<file path="src/rtl/hs_fifo_pkt_sfifo_if.sv">
// Handshake bundle for the packet FIFO: write stream in, read stream out, plus status.
// The FIFO takes the slave side and the stream endpoints take the master side.
interface hs_fifo_pkt_sfifo_if #(
  parameter int DATA_WIDTH = 32,
  parameter int FIFO_DEPTH = 16
);
  localparam int LW = $clog2(FIFO_DEPTH + 1);

  logic                  wvalid;
  logic                  wready;
  logic [DATA_WIDTH-1:0] wdata;
  logic                  wlast;
  logic                  wdrop;
  logic                  walmost_full;
  logic                  rvalid;
  logic                  rready;
  logic [DATA_WIDTH-1:0] rdata;
  logic                  rlast;
  logic                  rpeek;
  logic                  ralmost_empty;
  logic [LW-1:0]         level;
  logic                  pkt_drop;

  modport slave (
    input  wvalid, wdata, wlast, wdrop, rready, rpeek,
    output wready, walmost_full, rvalid, rdata, rlast, ralmost_empty, level, pkt_drop
  );

  modport master (
    output wvalid, wdata, wlast, wdrop, rready, rpeek,
    input  wready, walmost_full, rvalid, rdata, rlast, ralmost_empty, level, pkt_drop
  );
endinterface

</file>
<file path="src/rtl/hs_fifo_pkt_sfifo.sv">
// Synchronous packet FIFO: packets become readable only once their last beat commits,
// can be dropped while in flight, and can be replayed on the read side with rpeek.
module hs_fifo_pkt_sfifo #(
  parameter int DATA_WIDTH = 32,
  parameter int FIFO_DEPTH = 16,
  parameter int AF_THRESH  = FIFO_DEPTH - 2,
  parameter int AE_THRESH  = 1,
  parameter int PKT_MODE   = 1
) (
  input  logic                 clk,
  input  logic                 srst,
  hs_fifo_pkt_sfifo_if.slave   bus
);
  localparam int AW = $clog2(FIFO_DEPTH);
  localparam int PW = AW + 1;
  localparam logic [PW-1:0] DEPTH_P = PW'(FIFO_DEPTH);
  localparam logic [PW-1:0] AF_P    = PW'(AF_THRESH);
  localparam logic [PW-1:0] AE_P    = PW'(AE_THRESH);

  typedef enum logic [1:0] {W_IDLE, W_IN_PKT, W_DISCARD} wstate_e;

  wstate_e          wstate_q, wstate_d;
  logic [PW-1:0]    wp_spec_q, wp_spec_d;
  logic [PW-1:0]    wp_cmt_q, wp_cmt_d;
  logic [PW-1:0]    rp_rd_q, rp_rd_d;
  logic [PW-1:0]    rp_rel_q, rp_rel_d;
  logic [PW-1:0]    rp_pkt_q, rp_pkt_d;
  logic [PW-1:0]    pkt_len_q, pkt_len_d;
  logic             pkt_drop_q, pkt_drop_d;
  logic [DATA_WIDTH:0] mem_q [FIFO_DEPTH];
  logic             mem_we;
  logic [AW-1:0]    mem_waddr;

  logic [PW-1:0]    level_w;
  logic [PW-1:0]    unread_w;
  logic             drop_req;
  logic             wready_w;
  logic             rvalid_w;
  logic [DATA_WIDTH:0] rword;

  assign level_w  = wp_spec_q - rp_rel_q;
  assign unread_w = wp_cmt_q - rp_rd_q;
  assign drop_req = (PKT_MODE != 0) && bus.wvalid && bus.wdrop && (wstate_q != W_DISCARD);
  // Drops and discarded beats never occupy storage, so they bypass the space check.
  assign wready_w = (wstate_q == W_DISCARD) || drop_req || (level_w < DEPTH_P);
  assign rvalid_w = rp_rd_q != wp_cmt_q;
  assign rword    = mem_q[rp_rd_q[AW-1:0]];

  assign bus.wready        = !srst && wready_w;
  assign bus.rvalid        = !srst && rvalid_w;
  assign bus.rdata         = rword[DATA_WIDTH-1:0];
  assign bus.rlast         = !srst && rvalid_w && rword[DATA_WIDTH];
  assign bus.level         = srst ? '0 : level_w;
  assign bus.walmost_full  = !srst && (level_w >= AF_P);
  assign bus.ralmost_empty = srst || (unread_w <= AE_P);
  assign bus.pkt_drop      = !srst && pkt_drop_q;

  always_comb begin
    wstate_d   = wstate_q;
    wp_spec_d  = wp_spec_q;
    wp_cmt_d   = wp_cmt_q;
    pkt_len_d  = pkt_len_q;
    pkt_drop_d = 1'b0;
    mem_we     = 1'b0;
    mem_waddr  = wp_spec_q[AW-1:0];
    if (bus.wvalid && wready_w) begin
      if (wstate_q == W_DISCARD) begin
        if (bus.wlast) wstate_d = W_IDLE;
      end else if (drop_req) begin
        wp_spec_d  = wp_cmt_q;
        pkt_len_d  = '0;
        pkt_drop_d = 1'b1;
        wstate_d   = bus.wlast ? W_IDLE : W_DISCARD;
      end else begin
        mem_we    = 1'b1;
        wp_spec_d = wp_spec_q + 1'b1;
        if (PKT_MODE == 0) begin
          wp_cmt_d = wp_spec_q + 1'b1;
        end else if (bus.wlast) begin
          wp_cmt_d  = wp_spec_q + 1'b1;
          pkt_len_d = '0;
          wstate_d  = W_IDLE;
        end else if (pkt_len_q + 1'b1 == DEPTH_P) begin
          // Oversize: the word just written lands in free space and is abandoned.
          wp_spec_d  = wp_cmt_q;
          pkt_len_d  = '0;
          pkt_drop_d = 1'b1;
          wstate_d   = W_DISCARD;
        end else begin
          pkt_len_d = pkt_len_q + 1'b1;
          wstate_d  = W_IN_PKT;
        end
      end
    end
  end

  always_comb begin
    rp_rd_d  = rp_rd_q;
    rp_rel_d = rp_rel_q;
    rp_pkt_d = rp_pkt_q;
    if (rvalid_w && bus.rready) begin
      rp_rd_d = rp_rd_q + 1'b1;
      if (PKT_MODE == 0) begin
        rp_rel_d = rp_rd_q + 1'b1;
        rp_pkt_d = rp_rd_q + 1'b1;
      end else if (rword[DATA_WIDTH]) begin
        if (bus.rpeek) begin
          rp_rd_d = rp_pkt_q;
        end else begin
          rp_rel_d = rp_rd_q + 1'b1;
          rp_pkt_d = rp_rd_q + 1'b1;
        end
      end
    end
  end

  always_ff @(posedge clk) begin
    if (srst) begin
      wstate_q   <= W_IDLE;
      wp_spec_q  <= '0;
      wp_cmt_q   <= '0;
      rp_rd_q    <= '0;
      rp_rel_q   <= '0;
      rp_pkt_q   <= '0;
      pkt_len_q  <= '0;
      pkt_drop_q <= 1'b0;
    end else begin
      wstate_q   <= wstate_d;
      wp_spec_q  <= wp_spec_d;
      wp_cmt_q   <= wp_cmt_d;
      rp_rd_q    <= rp_rd_d;
      rp_rel_q   <= rp_rel_d;
      rp_pkt_q   <= rp_pkt_d;
      pkt_len_q  <= pkt_len_d;
      pkt_drop_q <= pkt_drop_d;
    end
  end

  always_ff @(posedge clk) begin
    if (mem_we && !srst) mem_q[mem_waddr] <= {bus.wlast, bus.wdata};
  end
endmodule

</file>
<file path="src/flat_wrapper.sv">
// flat-port wrapper written by rule: the top's interface ports become plain ports
module hs_fifo_pkt_sfifo_flat 
#(
  parameter int DATA_WIDTH = 32,
  parameter int FIFO_DEPTH = 16,
  parameter int AF_THRESH  = FIFO_DEPTH - 2,
  parameter int AE_THRESH  = 1,
  parameter int PKT_MODE   = 1
)
  (clk, srst, bus_wvalid, bus_wdata, bus_wlast, bus_wdrop, bus_rready, bus_rpeek, bus_wready, bus_walmost_full, bus_rvalid, bus_rdata, bus_rlast, bus_ralmost_empty, bus_level, bus_pkt_drop);
  hs_fifo_pkt_sfifo_if #(.DATA_WIDTH(DATA_WIDTH), .FIFO_DEPTH(FIFO_DEPTH)) bus_i ();
  input  logic clk;
  input  logic srst;
  input wire logic [$bits(bus_i.wvalid)-1:0] bus_wvalid;
  input wire logic [$bits(bus_i.wdata)-1:0] bus_wdata;
  input wire logic [$bits(bus_i.wlast)-1:0] bus_wlast;
  input wire logic [$bits(bus_i.wdrop)-1:0] bus_wdrop;
  input wire logic [$bits(bus_i.rready)-1:0] bus_rready;
  input wire logic [$bits(bus_i.rpeek)-1:0] bus_rpeek;
  output wire logic [$bits(bus_i.wready)-1:0] bus_wready;
  output wire logic [$bits(bus_i.walmost_full)-1:0] bus_walmost_full;
  output wire logic [$bits(bus_i.rvalid)-1:0] bus_rvalid;
  output wire logic [$bits(bus_i.rdata)-1:0] bus_rdata;
  output wire logic [$bits(bus_i.rlast)-1:0] bus_rlast;
  output wire logic [$bits(bus_i.ralmost_empty)-1:0] bus_ralmost_empty;
  output wire logic [$bits(bus_i.level)-1:0] bus_level;
  output wire logic [$bits(bus_i.pkt_drop)-1:0] bus_pkt_drop;
  assign bus_i.wvalid = bus_wvalid;
  assign bus_i.wdata = bus_wdata;
  assign bus_i.wlast = bus_wlast;
  assign bus_i.wdrop = bus_wdrop;
  assign bus_i.rready = bus_rready;
  assign bus_i.rpeek = bus_rpeek;
  assign bus_wready = bus_i.wready;
  assign bus_walmost_full = bus_i.walmost_full;
  assign bus_rvalid = bus_i.rvalid;
  assign bus_rdata = bus_i.rdata;
  assign bus_rlast = bus_i.rlast;
  assign bus_ralmost_empty = bus_i.ralmost_empty;
  assign bus_level = bus_i.level;
  assign bus_pkt_drop = bus_i.pkt_drop;
  hs_fifo_pkt_sfifo #(.DATA_WIDTH(DATA_WIDTH), .FIFO_DEPTH(FIFO_DEPTH), .AF_THRESH(AF_THRESH), .AE_THRESH(AE_THRESH), .PKT_MODE(PKT_MODE)) u_core (.clk(clk), .srst(srst), .bus(bus_i));
endmodule
</file>
<file path="config.mk">
export PLATFORM = sky130hd
export DESIGN_NAME = hs_fifo_pkt_sfifo_flat
export DESIGN_NICKNAME = d
export VERILOG_FILES = /design/src/rtl/hs_fifo_pkt_sfifo_if.sv /design/src/rtl/hs_fifo_pkt_sfifo.sv /design/src/flat_wrapper.sv
export SDC_FILE = /design/constraint.sdc
export NUM_CORES = 1
export LEC_CHECK = 0
export BUFFER_PORTS_ARGS = -buffer_cell sky130_fd_sc_hd__buf_2
export CORE_ASPECT_RATIO = 0.6
export CORE_MARGIN = 5
export CORE_UTILIZATION = 61
export DETAILED_ROUTE_END_ITERATION = 10
export HOLD_SLACK_MARGIN = 0.03
export PLACE_DENSITY = 0.79
export SLEW_MARGIN = 20
export SYNTH_ARGS = -nofsm -noshare
export SYNTH_HDL_FRONTEND = slang
export SYNTH_SLANG_ARGS = --single-unit
</file>
<file path="constraint.sdc">
create_clock -name clk -period 6.2 [get_ports clk]
set_input_delay 1.86 -clock clk [delete_from_list [all_inputs] [get_ports clk]]
set_output_delay 1.86 -clock clk [all_outputs]
set_load 0.02 [all_outputs]
</file>
==> metrics.txt <==
# TYPE chip_impl_metric gauge
chip_impl_metric{name="maxCapViolCount",unit=""} 0
chip_impl_metric{name="grt_max_degree",unit=""} 51
chip_impl_metric{name="die_h",unit="microns"} 157.0
chip_impl_metric{name="synth_warn",unit=""} 0
chip_impl_metric{name="post_cts_buffers",unit=""} 0
chip_impl_metric{name="num_vias",unit=""} 10547
chip_impl_metric{name="overall_routing_resource_usage",unit="%"} 23.92
chip_impl_info{name="critPathLaunchType",value="flip-flop"} 1
chip_impl_info{name="crit_chain",value="buf_4 > mux4_2 > mux4_2 > buf_2"} 1
chip_impl_metric{name="netlist_area",unit="sq um"} 21960
chip_impl_metric{name="placement.cell_area",unit="sq um"} 23150
chip_impl_metric{name="design.die.area",unit="sq um"} 40010
chip_impl_metric{name="powerDensity",unit="nW/um^2"} 392.2
chip_impl_metric{name="initial_core_util",unit="%"} 62.24
chip_impl_metric{name="report.final.setup_viol",unit=""} 0
chip_impl_metric{name="maxClockFrequency",unit="MHz"} 202.1
chip_impl_metric{name="synth_area_in_adders",unit="%"} 0.9801
chip_impl_metric{name="met2WireLength",unit="microns"} 23150
chip_impl_metric{name="number_of_buffers_created_by_cts",unit=""} 49
chip_impl_metric{name="area.growth.synth_to_final",unit="%"} 12.25
chip_impl_metric{name="post_drt_via_cell_ratio",unit=""} 6.494
chip_impl_metric{name="grt_pass1_vias",unit=""} 10714
chip_impl_metric{name="synthMuxAreaShare",unit="%"} 17.45
chip_impl_metric{name="post-route-drc-count",unit=""} 0
chip_impl_metric{name="grt_antenna_before_repair",unit=""} 1
chip_impl_metric{name="cts-hold-fix-buffers",unit=""} 0
chip_impl_metric{name="yosysSeqAreaShare",unit="%"} 75.58
chip_impl_metric{name="met3_length",unit="microns"} 3547
chip_impl_metric{name="final.hold.worst_slack",unit="ns"} 0.4673
chip_impl_info{name="ys_dominant_reg_cell",value="edfxtp_1"} 1
chip_impl_metric{name="xor_xnor_cell_area_share_of_the_yosys_netlist",unit="%"} 0.5584
chip_impl_metric{name="fraction_of_final_layout_cells_with_drive_strength_greater_than_1",unit="%"} 31.81
chip_impl_metric{name="slew-limit-headroom",unit="%"} 36.37
chip_impl_metric{name="worstSkewPairLatency",unit="ns"} 0.57
chip_impl_metric{name="area_occupied_by_multi_input_gates",unit="sq um"} 5211
chip_impl_metric{name="synth-simple-area-share",unit="%"} 2.308
chip_impl_info{name="rsz_0062_raised_after_global_routing",value="no"} 1
chip_impl_metric{name="layout.cell_area.non_filler",unit="sq um"} 24650
chip_impl_metric{name="irDropWorstVdd",unit="mV"} 0.2295
chip_impl_metric{name="clock_path_buffers",unit=""} 3
chip_impl_metric{name="power_leakage",unit="nW"} 7.720
chip_impl_metric{name="totalWireLength",unit="microns"} 46670
chip_impl_metric{name="postCtsResizedCells",unit=""} 0
chip_impl_metric{name="synth_edf_count",unit=""} 528
chip_impl_metric{name="critical_path_required",unit="ns"} 4.34
chip_impl_metric{name="proportion_of_power_drawn_by_combinational_gates",unit="%"} 24.0
chip_impl_info{name="top_layer_used",value="met5"} 1
chip_impl_metric{name="n_fill_cell",unit=""} 2078
chip_impl_info{name="cts_tree",value="built"} 1
chip_impl_info{name="crit_family",value="multiplexers"} 1
chip_impl_metric{name="detailed_place_hpwl",unit="microns"} 25340
chip_impl_metric{name="clkSinkCount",unit=""} 565
chip_impl_metric{name="worst_setup_hold_path_clk_slew",unit="ns"} 0.06
chip_impl_metric{name="p_seq_share",unit="%"} 46.1
chip_impl_info{name="endpoint_kind",value="primary output"} 1
chip_impl_metric{name="final_net_count",unit=""} 1175
chip_impl_metric{name="area_occupied_by_registers",unit="sq um"} 16610
chip_impl_metric{name="drt_pre_antenna_iters",unit=""} 5
chip_impl_metric{name="timing_max_transition_violations_final",unit=""} 0
chip_impl_metric{name="drt_iter0_drc",unit=""} 1166
chip_impl_info{name="cts_root_buffer_type",value="clkbuf_16"} 1
chip_impl_metric{name="final_min_period_over_clock_period",unit="%"} 79.79
chip_impl_metric{name="htree_levels",unit=""} 2
chip_impl_info{name="synth_top_family_by_area",value="multiplexers"} 1
chip_impl_metric{name="critical_path.n_buffers_inverters",unit=""} 2
chip_impl_metric{name="fp-row-count",unit=""} 53
chip_impl_metric{name="drt-met1-wl",unit="microns"} 19230
chip_impl_metric{name="overflow",unit=""} 0
chip_impl_metric{name="critical_path.max_stage_delay",unit="ns"} 0.82
chip_impl_metric{name="tightestPinTransition",unit="ns"} 0.9522
chip_impl_metric{name="cell_internal_pwr",unit="mW"} 7.022
chip_impl_metric{name="pin_count",unit=""} 82
chip_impl_info{name="crit_slowest_cell",value="dfxtp_4"} 1
chip_impl_metric{name="clock_skew",unit="ns"} 0.01905
chip_impl_metric{name="power_switching_share",unit="%"} 27.37
chip_impl_info{name="outcome",value="completed"} 1
chip_impl_metric{name="total_switching_power",unit="mW"} 2.646
chip_impl_metric{name="final_ant_viol_nets",unit=""} 0
chip_impl_info{name="timing.setup.critical_path_class",value="flip-flop to primary output"} 1
chip_impl_metric{name="ys_async_sr_fraction",unit="%"} 0
chip_impl_metric{name="final_hold_fails",unit=""} 0
chip_impl_metric{name="crit_path_max_fanout",unit=""} 34
chip_impl_metric{name="placement.io_buffers",unit=""} 81
chip_impl_metric{name="gp_congestion",unit=""} 0.8058
chip_impl_metric{name="arrival",unit="ns"} 3.09
chip_impl_metric{name="antenna_cells",unit=""} 0
chip_impl_metric{name="final.setup.tns",unit="ns"} 0
chip_impl_metric{name="core",unit="sq um"} 35280
chip_impl_metric{name="synth_cell_types",unit=""} 47
chip_impl_metric{name="fp.dieW",unit="microns"} 254.9
chip_impl_metric{name="detail_route.wl_per_cell",unit="microns"} 28.74
chip_impl_metric{name="final_period_minus_worst_setup_slack",unit="ns"} 4.947
chip_impl_metric{name="share_clk_of_total_power",unit="%"} 29.9
chip_impl_metric{name="postSynthAreaPerCell",unit="sq um"} 21.85
chip_impl_metric{name="synth.ff_latch_count",unit=""} 565
chip_impl_metric{name="mappedNetlistNets",unit=""} 1060
chip_impl_info{name="hold_path_class",value="flip-flop to flip-flop"} 1
chip_impl_metric{name="cells_after_synthesis",unit=""} 1005
chip_impl_metric{name="synth_area_in_compound_gates",unit="%"} 1.937
chip_impl_metric{name="grt_first_pass_wirelength",unit="microns"} 69800
chip_impl_info{name="cpMostUsedCell",value="mux4_2"} 1
==> final timing paths <==
path                                    start                              end  slack (ns)  depth (start not counted)
min reg2reg   u_core.rp_pkt_q[3]$_SDFFE_PP0P_  u_core.rp_pkt_q[3]$_SDFFE_PP0P_        0.47                          1
min           u_core.rp_pkt_q[3]$_SDFFE_PP0P_  u_core.rp_pkt_q[3]$_SDFFE_PP0P_        0.47                          1
max reg2reg  u_core.wp_spec_q[0]$_SDFFE_PP0P_     u_core.mem_q[6][3]$_DFFE_PP_        2.24                         10
max                                 flip-flop                    bus_rdata[17]        1.25                          4
==> state kept, by name, summed over array words and instances, names as in the netlist, named ones only <==
name and flops:
u_core.mem_q 528, u_core.pkt_drop_q 1, u_core.pkt_len_q 5, u_core.rp_pkt_q 5, u_core.rp_rd_q 5, u_core.rp_rel_q 5
u_core.wp_cmt_q 5, u_core.wp_spec_q 5, u_core.wstate_q 2
==> synthesized netlist by cell type, types with 2 or more instances <==
library cell / n / area (sq um)
xnor2_1: 6 / 52.55
a21oi_1: 26 / 130.1
o22a_1: 4 / 35.03
a211oi_1: 4 / 30.03
inv_1: 15 / 56.30
mux4_2: 164 / 3694
xor2_1: 8 / 70.07
nand3_1: 9 / 45.04
or2_1: 2 / 12.51
buf_1: 11 / 41.29
o21ai_1: 6 / 30.03
ha_1: 14 / 175.2
nand2_1: 17 / 63.81
nor2b_1: 7 / 43.79
buf_2: 12 / 60.06
clkbuf_1: 23 / 86.33
nand4b_1: 2 / 17.52
fa_1: 2 / 40.04
o21a_1: 9 / 67.56
dfxtp_1: 37 / 740.7
mux2i_1: 10 / 100.1
a21o_1: 4 / 30.03
mux2_1: 2 / 22.52
edfxtp_1: 528 / 15860
nor3_1: 10 / 50.05
nor2_1: 45 / 168.9
nand2b_1: 7 / 43.79
nand4_1: 2 / 12.51
==> power groups by stage <==
stage	Sequential (mW)	Clock [mW]	Combinational, mW
floorplan	4.41	0	1.79
global placement	4.53	0	2.28
detailed placement	4.54	0	2.33
CTS	4.46	2.93	2.35
global route	4.48	3.10	2.50
finish	4.46	2.89	2.32
==> metrics by stage <==
| step | total power, mW | setup slack, ns | util (%) | instances |
|---|---|---|---|---|
| 6_report | 9.667 | 1.253 | 69.86 | 1624 |
| 3_5_place_dp | 6.862 | 1.417 | 65.62 | 1536 |
| 5_1_grt | 10.08 | 1.052 | 69.86 | 1624 |
| 4_1_cts | 9.743 | 1.171 | 69.86 | 1624 |
| 3_3_place_gp | 6.807 | 1.445 | 65.62 | 1536 |
| 2_1_floorplan | 6.202 | 1.093 | - | 1005 |
==> cell usage in the layout, fill, tap and decap left out, types with 7 or more instances in the layout <==
cell type,synthesis,routed
nor2_1,45,33
a21oi_1,26,26
nand2b_1,7,7
nand2_1,17,17
buf_4,0,27
buf_2,12,81
clkinv_1,0,10
nor2_4,0,12
nand3_1,9,9
ha_1,14,14
mux4_2,164,164
clkinv_2,0,9
o21a_1,9,9
clkbuf_1,23,11
nor2b_1,7,7
clkbuf_16,0,51
mux2i_1,10,10
inv_1,15,15
dfxtp_1,37,33
edfxtp_1,528,528
xor2_1,8,8
==> final cells by class <==
cell class              instances  area share (%)
repair buffers                112           2.792
well taps                     467           2.371
inverters                      15          0.2284
clock inverters                26          0.7310
flip-flops and latches        565           67.39
multi-input cells             377           21.14
clock buffers                  62           5.346
==> layer usage <==
layer  global-route usage, %  up-vias
met5                       0        -
met4                   4.473        2
met3                   4.112       60
met2                   38.47      505
li1                        -     4427
met1                   36.16     5553
==> cells by family (layout without fill, tap and decap cells) <==
group,count (synthesis),count (layout)
compound gates,63,63
xor+xnor,14,14
fa+ha+maj,16,16
buf+inv,63,215
flops,565,565
mux,177,177
simple gates,107,107
(Power assumes the default switching activity.)
